File: src/rtl/snn_spi_cfg_ctrl.sv
// snn_spi_cfg_ctrl
//   SPI mode-0 slave that turns 16-bit {rw, addr, data} frames (MSB first) into
//   single-cycle configuration writes for the SNN core. A write is held pending
//   while the core is mid-timestep (snn_busy) and is issued on the first idle cycle.
//
// Optional feature macro: SNN_CFG_READBACK_EN
//   When defined, rw=1 frames issue cfg_re after the address byte and shift the
//   returned byte out on spi_cipo. Address 7'h7F reads back {7'b0, overrun}.
//   When undefined, rw=1 frames are consumed and discarded, and cfg_re,
//   spi_cipo and spi_cipo_oe are tied low.
//
// Ports
//   clk, rst        system clock, asynchronous active-high reset
//   spi_sck         SPI clock, asynchronous to clk; must be <= clk/8
//   spi_cs_n        SPI chip select, active low
//   spi_copi        SPI data in
//   spi_cipo        SPI data out (read-back only)
//   spi_cipo_oe     spi_cipo drive enable (read-back only)
//   snn_busy        core mid-timestep; writes stall while high
//   cfg_we          one-cycle write strobe
//   cfg_re          one-cycle read strobe (read-back only)
//   cfg_addr        config address, valid with cfg_we / cfg_re
//   cfg_wdata       config write data, valid with cfg_we
//   cfg_rdata       config read data, valid the cycle after cfg_re
//   overrun         sticky: SCK rise dropped while a write was pending
module snn_spi_cfg_ctrl #(
  parameter int unsigned ADDR_W      = 7,
  parameter int unsigned DATA_W      = 8,
  parameter int unsigned SYNC_STAGES = 2
) (
  input  logic              clk,
  input  logic              rst,
  input  logic              spi_sck,
  input  logic              spi_cs_n,
  input  logic              spi_copi,
  output logic              spi_cipo,
  output logic              spi_cipo_oe,
  input  logic              snn_busy,
  output logic              cfg_we,
  output logic              cfg_re,
  output logic [ADDR_W-1:0] cfg_addr,
  output logic [DATA_W-1:0] cfg_wdata,
  input  logic [DATA_W-1:0] cfg_rdata,
  output logic              overrun
);

  localparam int unsigned FW    = 1 + ADDR_W + DATA_W;
  localparam int unsigned CNT_W = $clog2(FW + 1);

  typedef enum logic [1:0] {
    S_IDLE,
    S_SHIFT,
    S_COMMIT,
    S_WAIT_CS
  } state_t;

  state_t                  r_state;
  logic [SYNC_STAGES-1:0]  r_sck_sync;
  logic [SYNC_STAGES-1:0]  r_cs_sync;
  logic [SYNC_STAGES-1:0]  r_copi_sync;
  logic                    r_sck_prev;
  logic [FW-1:0]           r_shift;
  logic [CNT_W-1:0]        r_bit_cnt;
  logic                    r_cfg_we;
  logic [ADDR_W-1:0]       r_cfg_addr;
  logic [DATA_W-1:0]       r_cfg_wdata;
  logic                    r_overrun;

  logic                    w_sck;
  logic                    w_cs_n;
  logic                    w_copi;
  logic                    w_sck_rise;
  logic                    w_sck_fall;
  logic [FW-1:0]           w_shift_nxt;
  logic                    w_last_bit;
  logic                    w_addr_all1;

  // Pad synchronisers; chip select resets high so reset release never looks like a frame start
  always_ff @(posedge clk or posedge rst) begin
    if (rst) begin
      r_sck_sync  <= '0;
      r_cs_sync   <= '1;
      r_copi_sync <= '0;
      r_sck_prev  <= 1'b0;
    end else begin
      r_sck_sync  <= {r_sck_sync[SYNC_STAGES-2:0], spi_sck};
      r_cs_sync   <= {r_cs_sync[SYNC_STAGES-2:0], spi_cs_n};
      r_copi_sync <= {r_copi_sync[SYNC_STAGES-2:0], spi_copi};
      r_sck_prev  <= r_sck_sync[SYNC_STAGES-1];
    end
  end

  assign w_sck       = r_sck_sync[SYNC_STAGES-1];
  assign w_cs_n      = r_cs_sync[SYNC_STAGES-1];
  assign w_copi      = r_copi_sync[SYNC_STAGES-1];
  assign w_sck_rise  = w_sck & ~r_sck_prev;
  assign w_sck_fall  = ~w_sck & r_sck_prev;
  assign w_shift_nxt = {r_shift[FW-2:0], w_copi};
  assign w_last_bit  = (r_bit_cnt == CNT_W'(FW - 1));
  assign w_addr_all1 = (r_cfg_addr == {ADDR_W{1'b1}});

`ifdef SNN_CFG_READBACK_EN
  logic r_cfg_re;
`endif

  // Frame FSM: shift, then hold the decoded write until the core is idle
  always_ff @(posedge clk or posedge rst) begin
    if (rst) begin
      r_state     <= S_IDLE;
      r_shift     <= '0;
      r_bit_cnt   <= '0;
      r_cfg_we    <= 1'b0;
      r_cfg_addr  <= '0;
      r_cfg_wdata <= '0;
      r_overrun   <= 1'b0;
`ifdef SNN_CFG_READBACK_EN
      r_cfg_re    <= 1'b0;
`endif
    end else begin
      r_cfg_we <= 1'b0;
`ifdef SNN_CFG_READBACK_EN
      r_cfg_re <= 1'b0;
`endif
      case (r_state)
        S_IDLE: begin
          if (!w_cs_n) begin
            r_state   <= S_SHIFT;
            r_shift   <= '0;
            r_bit_cnt <= '0;
          end
        end

        S_SHIFT: begin
          if (w_cs_n) begin
            // Short frame: drop it silently
            r_state   <= S_IDLE;
            r_bit_cnt <= '0;
          end else if (w_sck_rise) begin
            r_shift   <= w_shift_nxt;
            r_bit_cnt <= r_bit_cnt + CNT_W'(1);
`ifdef SNN_CFG_READBACK_EN
            // rw+addr complete: launch the read so data is ready before the data phase
            if ((r_bit_cnt == CNT_W'(ADDR_W)) && w_shift_nxt[ADDR_W]) begin
              r_cfg_re   <= 1'b1;
              r_cfg_addr <= w_shift_nxt[ADDR_W-1:0];
            end
`endif
            if (w_last_bit) begin
              if (w_shift_nxt[FW-1]) begin
                r_state <= S_WAIT_CS;
              end else begin
                r_state     <= S_COMMIT;
                r_cfg_addr  <= w_shift_nxt[FW-2 -: ADDR_W];
                r_cfg_wdata <= w_shift_nxt[DATA_W-1:0];
              end
            end
          end
        end

        S_COMMIT: begin
          // Only rises carry data; the fall trailing the last bit is expected here
          if (w_sck_rise) begin
            r_overrun <= 1'b1;
          end
          if (r_cfg_we) begin
            r_state <= w_cs_n ? S_IDLE : S_WAIT_CS;
          end else if (!snn_busy) begin
            r_cfg_we <= 1'b1;
            if (w_addr_all1) begin
              r_overrun <= 1'b0;
            end
          end
        end

        S_WAIT_CS: begin
          if (w_cs_n) begin
            r_state <= S_IDLE;
          end
        end

        default: r_state <= S_IDLE;
      endcase
    end
  end

  assign cfg_we    = r_cfg_we;
  assign cfg_addr  = r_cfg_addr;
  assign cfg_wdata = r_cfg_wdata;
  assign overrun   = r_overrun;

`ifdef SNN_CFG_READBACK_EN
  logic              r_re_d;
  logic [DATA_W-1:0] r_rd_shift;
  logic              r_cipo;
  logic              r_cipo_oe;
  logic [DATA_W-1:0] w_rd_src;

  assign w_rd_src = w_addr_all1 ? DATA_W'(r_overrun) : cfg_rdata;

  // Read-back shifter: bit 7 is loaded before the 9th rise, later bits advance on sck falls
  always_ff @(posedge clk or posedge rst) begin
    if (rst) begin
      r_re_d     <= 1'b0;
      r_rd_shift <= '0;
      r_cipo     <= 1'b0;
      r_cipo_oe  <= 1'b0;
    end else begin
      r_re_d <= r_cfg_re;
      if (w_cs_n) begin
        r_cipo_oe <= 1'b0;
        r_cipo    <= 1'b0;
      end else begin
        if ((r_state == S_SHIFT) && w_sck_rise && (r_bit_cnt == '0) && w_copi) begin
          r_cipo_oe <= 1'b1;
        end
        if (r_re_d) begin
          r_rd_shift <= w_rd_src;
          r_cipo     <= w_rd_src[DATA_W-1];
        end else if (r_cipo_oe && (r_state == S_SHIFT) && w_sck_fall &&
                     (r_bit_cnt >= CNT_W'(ADDR_W + 2))) begin
          // The fall right after the 8th rise must keep bit 7 on the line
          r_rd_shift <= {r_rd_shift[DATA_W-2:0], 1'b0};
          r_cipo     <= r_rd_shift[DATA_W-2];
        end
      end
    end
  end

  assign cfg_re      = r_cfg_re;
  assign spi_cipo    = r_cipo;
  assign spi_cipo_oe = r_cipo_oe;
`else
  logic w_unused_rb;

  assign w_unused_rb = ^{cfg_rdata, w_sck_fall};
  assign cfg_re      = 1'b0;
  assign spi_cipo    = 1'b0;
  assign spi_cipo_oe = 1'b0;
`endif

endmodule
File: config.mk
export PLATFORM = sky130hd
export DESIGN_NAME = snn_spi_cfg_ctrl
export DESIGN_NICKNAME = d
export VERILOG_FILES = /design/src/rtl/snn_spi_cfg_ctrl.sv
export SDC_FILE = /design/constraint.sdc
export NUM_CORES = 1
export LEC_CHECK = 0
export BUFFER_PORTS_ARGS = -buffer_cell sky130_fd_sc_hd__buf_2
export CORE_ASPECT_RATIO = 0.7
export CORE_MARGIN = 5
export CORE_UTILIZATION = 55
export CTS_CLUSTER_DIAMETER = 100
export DETAILED_ROUTE_END_ITERATION = 8
export GPL_ROUTABILITY_DRIVEN = 0
export PLACE_DENSITY_LB_ADDON = 0.12
export SLEW_MARGIN = 5
export SYNTH_ARGS = -nofsm -noshare
export SYNTH_HDL_FRONTEND = slang
export SYNTH_SLANG_ARGS = --single-unit
File: constraint.sdc
create_clock -name clk -period 2.45 [get_ports clk]
set_input_delay 0.1225 -clock clk [delete_from_list [all_inputs] [get_ports clk]]
set_output_delay 0.1225 -clock clk [all_outputs]
set_load 0.02 [all_outputs]
* Word-level counts from Yosys, hierarchy flattened
Cells that the tools add are included.
** Operators by class
- Add/sub/neg operators :: 1
- Equal/unequal tests :: 12
- Multiplexer cells :: 24
- Bitwise logic cells :: 4
- Reduce and logical (&&, ||, !) cells :: 6
** Operators with widths (number)
- $mux W15 :: 3
- $pmux W15 S2 :: 1
- $mux W5 :: 3
- $mux W2 :: 7
- $ne A2 B2 Y1 const B :: 5
- $pmux W5 S2 :: 1
- $reduce_and A5 Y1 :: 2
- $mux W1 :: 8
- $pmux W2 S4 :: 1
- $eq A7 B7 Y1 const B :: 1
- $ne A3 B3 Y1 const B :: 2
- $add A5 B1 Y5 const B :: 1
- $eq A5 B4 Y1 const B :: 1
- $eq A2 B2 Y1 const B :: 2
- $reduce_and A4 Y1 :: 1
- $not A1 Y1 :: 3
- $reduce_and A3 Y1 :: 1
- $eq A2 B1 Y1 const B :: 1
- $logic_not A2 Y1 :: 1
- $reduce_bool A2 Y1 :: 1
- $and A1 B1 Y1 :: 1
** Word-level totals
- Register bits after elaboration :: 46
- Input bits :: 14
- Logic and storage cells :: 58

* Longest topological paths before layout
Gate-level depths: netlist of the first run.
- Word-level depth :: 6
- Depth in mapped cells :: 7
- Gate-level depth less buffers :: 6

* Worst setup path after synthesis of the first run
Ideal clock, no wire load.
- Path kind :: reg2reg
- Start point :: reg r_bit_cnt[0]
- End point :: reg r_cfg_addr[0], in the netlist cfg_addr[0]
- Setup time :: 0.125 ns
- Arrival time :: 1.840 ns
- Path slack :: 0.485 ns
- Stages on the path, launching flop included :: 8
- Clock period less this slack :: 1.965 ns
- Cell sequence :: dfrtp_1 ha_1 and3_1 ha_1 nand2b_1 nor4_4 buf_8 mux2_4
** On the way
- Cells in the longest elaborated chain, start to end :: 2
** RTL lines
- from (decl) :: RTL line 63 : logic [CNT_W-1:0] r_bit_cnt;
- from (signal assigned) :: RTL line 140 : r_bit_cnt <= r_bit_cnt + CNT_W'(1);
- $eq A5 B4 Y1 :: RTL line 99 : assign w_last_bit = (r_bit_cnt == CNT_W'(FW - 1));
- $reduce_and A5 Y1 (no source line)
- to (signal assigned) :: RTL line 153 : r_cfg_addr <= w_shift_nxt[FW-2 -: ADDR_W];
- to (decl) :: RTL line 65 : logic [ADDR_W-1:0] r_cfg_addr;
No other way between the ends.
A chain may end at the register's enable or synchronous reset.

* Worst setup path in the final report of the first run
- Start point :: reg r_bit_cnt[0]
- End point :: reg r_cfg_addr[6], in the netlist cfg_addr[6]
Same word-level chain as after synthesis.

==> results of run 1 <==
## state kept, by name (all words and copies together) (netlist names)
name         count
r_state          2
cfg_addr         7
r_sck_prev       1
cfg_we           1
r_bit_cnt        5
r_copi_sync      2
r_shift         15
overrun          1
r_cs_sync        2
r_sck_sync       2
cfg_wdata        8
## worst max-delay path, stage by stage, from the launching register on
cell	delay [ns]
dfrtp_1	0.41
ha_1	0.21
and3_1	0.18
ha_1	0.17
nand2b_1	0.12
nor4_4	0.28
buf_4	0.29
mux2_2	0.36
## cells by family after synthesis
kind of cell | after synthesis
adder cells (fa/ha/maj) | 2
AND/OR/NAND/NOR | 34
multiplexers | 31
flip-flops | 46
AO/OA/AOI/OAI | 16
other | 1
buffers and inverters | 27
## timing repair
| action | 4_1_cts | 5_1_grt |
|---|---|---|
| endpoints found under the setup margin | 0 | 0 |
| endpoints found under the hold margin | 19 | 0 |
| hold buffers | 5 | 0 |
## how the worst max path moves through the flow
stage | to | cells past startpoint | slack (ns) | from
3_5_place_dp | cfg_addr[6] | 7 | 0.36 | r_bit_cnt[0]
4_1_cts | cfg_addr[6] | 7 | 0.33 | r_bit_cnt[0]
3_3_place_gp | cfg_addr[6] | 7 | 0.44 | r_bit_cnt[0]
5_1_grt | cfg_addr[6] | 7 | 0.22 | r_bit_cnt[0]
6_report | cfg_addr[6] | 7 | 0.32 | r_bit_cnt[0]
2_1_floorplan | cfg_addr[0] | 7 | 0.48 | r_bit_cnt[0]
## metrics by stage
stage | hold slack (ns) | instance area [um^2] | setup WS [ns] | std cells
final | 0.3496 | 2327 | 0.3247 | 241
after global placement | 0.1227 | 2171 | 0.4447 | 228
after global routing | 0.3582 | 2327 | 0.2222 | 241
after CTS | 0.3513 | 2327 | 0.3343 | 241
after detailed placement | 0.1317 | 2171 | 0.3644 | 228
after floorplan | 0.1270 | 2037 | 0.4847 | 159
## power by group
| group | total (uW) | internal (uW) | switching, uW |
|---|---|---|---|
| logic | 78.7 | 31.4 | 47.2 |
| registers | 789 | 775 | 13.9 |
| clock network | 534 | 305 | 229 |
| total | 1400 | 1110 | 290 |
## cells in the final DEF, fill, tap and decap left out, drive strengths merged, types with 2 or more instances in the layout
cell,Yosys,routed
conb,1,3
nand2b,3,3
nor2,3,3
dfstp,2,2
inv,19,18
nand2,15,15
mux2i,16,16
clkbuf,0,7
a31oi,2,2
a21oi,2,2
and3b,2,2
dfrtp,44,44
a22oi,2,2
buf,8,27
nand3,2,2
dlygate4sd3,0,5
mux2,15,15
ha,2,2
o2bb2ai,4,4
## routing by layer
layer	vias to the layer above	global-route usage, %	routed length (um)
met5	-	0	0
met4	0	3.497	26
met3	4	5.935	167
met2	33	23.63	1540
met1	601	21.44	1627
li1	589	-	-
## layout make-up
type / count / area, um^2
clock buffers: 7 / 76.32
clock inverters: 1 / 30.03
fillers: 287 / 1209
inverters: 19 / 71.32
multi-input cells: 86 / 735.7
flip-flops and latches: 46 / 1154
well taps: 50 / 62.56
repair buffers: 32 / 197.7
==> results.txt, run 1 <==
Final nets: 206
HPWL after detailed placement: 2.449 mm
Clock-pin slew on the worst setup and hold paths: 0.08 ns
I/O pin total: 34
Final-report hold violation count: 0
# rows: 18
Initial core utilization: 57.40%
Yosys warns: 0
Synth Cell Area: 2029 um^2
Ys async rst share: 100.0%
Largest cells by area after synthesis: dfrtp_1 (54%), mux2i_1 (7.9%), mux2_4 (7.4%)
Max-Cap Viols: 0
WL final: 3.362 mm
Number of global-route vias before repair: 1223
Final core occ: 65.82%
Worst Setup End Kind: register
H-tree levels: 2
Unrepaired setup endpoints after global routing: no
Post-synth EDFFs: 0
PD cells: 602.2 nW/um^2
Synth Flop Type: dfrtp_1
WP data arrival: 2.31 ns
Layout cell share with drive strength beyond 1: 29.84%
# resized after CTS: 0
Die Ht: 60.82 um
DRT Pass-1 Iters: 4
WL/cell: 13.95 um
Worst R2R Start: r_bit_cnt[0]
Area share of the largest cell type after synthesis: 54.25%
Post-synthesis mux area share: 18.06%
Worst-skew pair later-pin latency: 0.29 ns
Synth cell types: 38
Yosys reg bits: 46
Gr ovfl total: 0
Syn Area/Cell: 12.93 um^2
Worst Path Max Fanout: 11
Final setup violating endpoints: 0
Lkg Pwr: 0.001126 uW
Slew @ Worst Pin: 0.5509 ns
Compound-Gate Fraction of Synth Area: 6.473%
Global-route wire length before repair: 5.740 mm
CTS tree: done
Initial antenna violation count: 0
Synth cell count leaders: dfrtp_1 (44), inv_1 (19), mux2i_1 (16), nand2_1 (15), mux2_4 (10)
Synth Instances: 157
Total track usage: 15.55%
Via count: 1227
Outcome: completed
R2r worst-path depth: 7
Max Root-Sink Buffers: 2
Vias per std cell: 5.091
Area grow syn2layout: 14.67%
Largest net degree at the start of global routing: 31
Hold crit path type: input port to async pin
Largest family of logic cells by synthesized area: multiplexers
Num Clock Sinks: 46
1st-iter DRT viols: 80
Die area: 5024 um^2
Max Slew Vio Count: 0
DRC: 0
Post-CTS setup buffers: 0
Reg2Reg Setup Slack: 0.32 ns
Setup TNS: 0 ns
Largest area contributor in the netlist: dfrtp_1
ANT nets after route: 0
Period minus WS final: 2.125 ns
CTS root buf: clkbuf_8
Simple-Gate Fraction of Synth Area: 9.926%
XOR/XNOR share of the synthesized area: 0%
Required time of the critical path: 2.63 ns
Register area share after synthesis: 56.84%
I/O Buffers: 22
Kind of critical path: register to register
Startpoint types: register
Core Region: 3536 um^2
Highest Clock Rate: 0.4705 GHz
Count leader, synth: dfrtp_1
FF-to-FF End: cfg_addr[6]
Peak supply drop: 0.3792 mV
DIE WIDTH: 82.61 um
Clk_skew: 0.004323 ns
Slew headroom: 63.05%
Pwr Total: 1402 uW
Period utilization: 86.75%
Synth Area in Adders: 1.233%
Antenna diodes: 0
Total CTS buffers: 5
Note: power is estimated with default switching activity, not from simulation.
==> inputs of run 2 (changes only) <==
--- a/config.mk
+++ b/config.mk
@@ -5,12 +5,12 @@
 export SDC_FILE = /design/constraint.sdc
 export NUM_CORES = 1
 export LEC_CHECK = 0
-export BUFFER_PORTS_ARGS = -buffer_cell sky130_fd_sc_hd__buf_2
 export CORE_ASPECT_RATIO = 0.7
 export CORE_MARGIN = 5
-export CORE_UTILIZATION = 55
+export CORE_UTILIZATION = 45
 export CTS_CLUSTER_DIAMETER = 100
 export DETAILED_ROUTE_END_ITERATION = 8
+export DONT_BUFFER_PORTS = 1
 export GPL_ROUTABILITY_DRIVEN = 0
 export PLACE_DENSITY_LB_ADDON = 0.12
 export SLEW_MARGIN = 5
==> results.txt, run 2 (same netlist as run 1, synthesis figures left out) <==
Total track usage: 12.37% (-3.2 points)
Pwr Total: 1327 uW (-5.3%)
Final setup violating endpoints: 0 (unchanged)
Flop pwr share: 59.4% (+3.1 points)
Worst Hold Launch: r_copi_sync[0]
Max Root-Sink Buffers: 2 (unchanged)
FF-to-FF End: cfg_wdata[4]
WL final: 3.318 mm (-1.3%)
Most frequent cells in the layout: dfrtp_1 (44), inv_1 (18), mux2i_1 (16)
1st-iter DRT viols: 84 (+5.0%)
Hold endpoint: r_copi_sync[1]
R2r worst-path depth: 7 (unchanged)
Total CTS buffers: 5 (unchanged)
Max-Cap Viols: 0 (unchanged)
Reg2Reg Setup Slack: 0.37 ns (+0.04 ns)
Net switching power: 295.5 uW (+2.0%)
CTS root buf: clkbuf_8
Final-report hold violation count: 0 (unchanged)
Hold crit path type: register to register
WL/cell: 14.88 um (+6.7%)
Most flop-heavy register: r_shift
Clk_skew: 0.005752 ns (+0.001429 ns)
DRC: 0 (unchanged)
Core Region: 4354 um^2 (+23%)
Worst Setup End Kind: register
Kind of critical path: register to register
I/O Buffers: 0 (-100%)
Number of global-route vias before repair: 1191 (-2.6%)
Final nets: 183 (-11%)
Area grow syn2layout: 8.446%
Clock power share: 34.9% (-3.2 points)
Peak supply drop: 0.3994 mV (+5.3%)
Die Ht: 66.19 um (+8.8%)
Global-route wire length before repair: 5.796 mm (+0.98%)
Worst R2R Start: r_bit_cnt[0]
Period utilization: 85.06% (-1.7 points)
Number of flip-flops in the largest register: 15 (unchanged)
Num Clock Sinks: 46 (unchanged)
Period minus WS final: 2.084 ns (-0.04144 ns)
H-tree levels: 2 (unchanged)
Slew headroom: 62.67% (-0.38 points)
Initial antenna violation count: 0 (unchanged)
Final std cells w/o fill: 223 (-7.5%)
Largest net degree at the start of global routing: 47 (+52%)
Commonest non-fill, non-tap cell in the layout: dfrtp_1
Clock-pin slew on the worst setup and hold paths: 0.08 ns (about the same)
HPWL after detailed placement: 2.306 mm (-5.9%)
Gr ovfl total: 0 (unchanged)
Dpl cells: 210 (-7.9%)
Die area: 5974 um^2 (+19%)
WP data arrival: 2.26 ns (-0.05 ns)
ANT nets after route: 0 (unchanged)
Initial core utilization: 46.61% (-11 points)
Via count: 1129 (-8.0%)
Startpoint types: register
Fillers: 395 (+38%)
Highest Clock Rate: 0.4799 GHz (+2.0%)
Max Slew Vio Count: 0 (unchanged)
Worst hold path stage count: 0
DRT Pass-1 Iters: 4 (unchanged)
# rows: 20 (+2)
Unrepaired setup endpoints after global routing: no
Layout cell share with drive strength beyond 1: 20.83% (-9.0 points)
Lkg Pwr: 0.001005 uW (-11%)
Slew @ Worst Pin: 0.5599 ns (+0.009090 ns)
P_int: 1032 uW (-7.2%)
Setup TNS: 0 ns (unchanged)
Antenna diodes: 0 (unchanged)
Required time of the critical path: 2.62 ns (about the same)
Worst-skew pair later-pin latency: 0.29 ns (about the same)
Sw Ratio: 22.26% (+1.6 points)
Combinational Power Share: 5.7% (about the same)
CTS tree: done
I/O pin total: 34 (unchanged)
PD cells: 603.1 nW/um^2 (+0.14%)
Vias per std cell: 5.063 (-0.56%)
Worst Path Max Fanout: 15 (+4)
DIE WIDTH: 90.27 um (+9.3%)
Outcome: completed
Post-CTS setup buffers: 0 (unchanged)
## run 2: changes by cell type in the layout (fill, tap and decap cells not counted)
cell and change:
bufinv_16 -1, buf_4 -1, clkinv_2 +1, clkbuf_1 -1, clkbuf_8 +1, buf_2 -22
## run 2: power groups by stage
stage                     logic [uW]  registers [uW]  clock network, uW
final                           75.1             789                464
after global routing            85.7             792                522
after CTS                       77.5             789                486
after detailed placement        70.8             804                  0
after global placement          68.9             804                  0
after floorplan                 62.7             800                  0
## run 2: how the worst max path moves through the flow
stage	startpoint	end	slack, ns
detailed placement	r_bit_cnt[0]	cfg_wdata[6]	0.38
floorplan	r_bit_cnt[0]	cfg_addr[0]	0.48
global placement	r_bit_cnt[0]	cfg_wdata[5]	0.43
CTS	r_bit_cnt[0]	cfg_wdata[4]	0.37
global route	r_bit_cnt[0]	cfg_wdata[5]	0.23
finish	r_bit_cnt[0]	cfg_wdata[4]	0.37
## run 2: what timing repair did
item / CTS / global route
resized for setup: 0 / 0
hold buffers: 5 / 0
endpoints found under the hold margin: 48 / 0
setup endpoints to repair: 0 / 0
## run 2: layer usage
metal,up-vias,global-route usage [%],part of all wire [%]
met4,0,3.903,0.87
met5,-,0,0
met1,552,16.34,49
met3,5,4.437,6.3
met2,30,19.16,44
li1,542,-,-
## run 2: layout make-up
type	count	area [um^2]	share of cell area, %
clock buffer	7	86.33	3.923
tap	55	68.82	3.127
sequential	46	1154	52.42
timing repair buffer	9	80.08	3.638
clock inverter	1	5.005	0.2274
inverter	19	71.32	3.240
multi-input combinational	86	735.7	33.43
## run 2: metrics by stage
step / instance area (um^2) / hold WS (ns) / setup slack [ns] / util (%)
6_report: 2201 / 0.3520 / 0.3661 / 50.55
5_1_grt: 2201 / 0.3531 / 0.2307 / 50.55
4_1_cts: 2201 / 0.3539 / 0.3704 / 50.55
3_5_place_dp: 2059 / 0.1271 / 0.3782 / 47.30
3_3_place_gp: 2059 / 0.1271 / 0.4251 / 47.30
2_1_floorplan: 2037 / 0.1270 / 0.4847 / -
## run 2: critical path, stage by stage (launching register included)
cell and delay [ns]:
dfrtp_1 0.42, ha_1 0.21, and3_1 0.17, ha_1 0.17, nand2b_1 0.10, nor4_4 0.21
buf_4 0.32, mux2_2 0.37
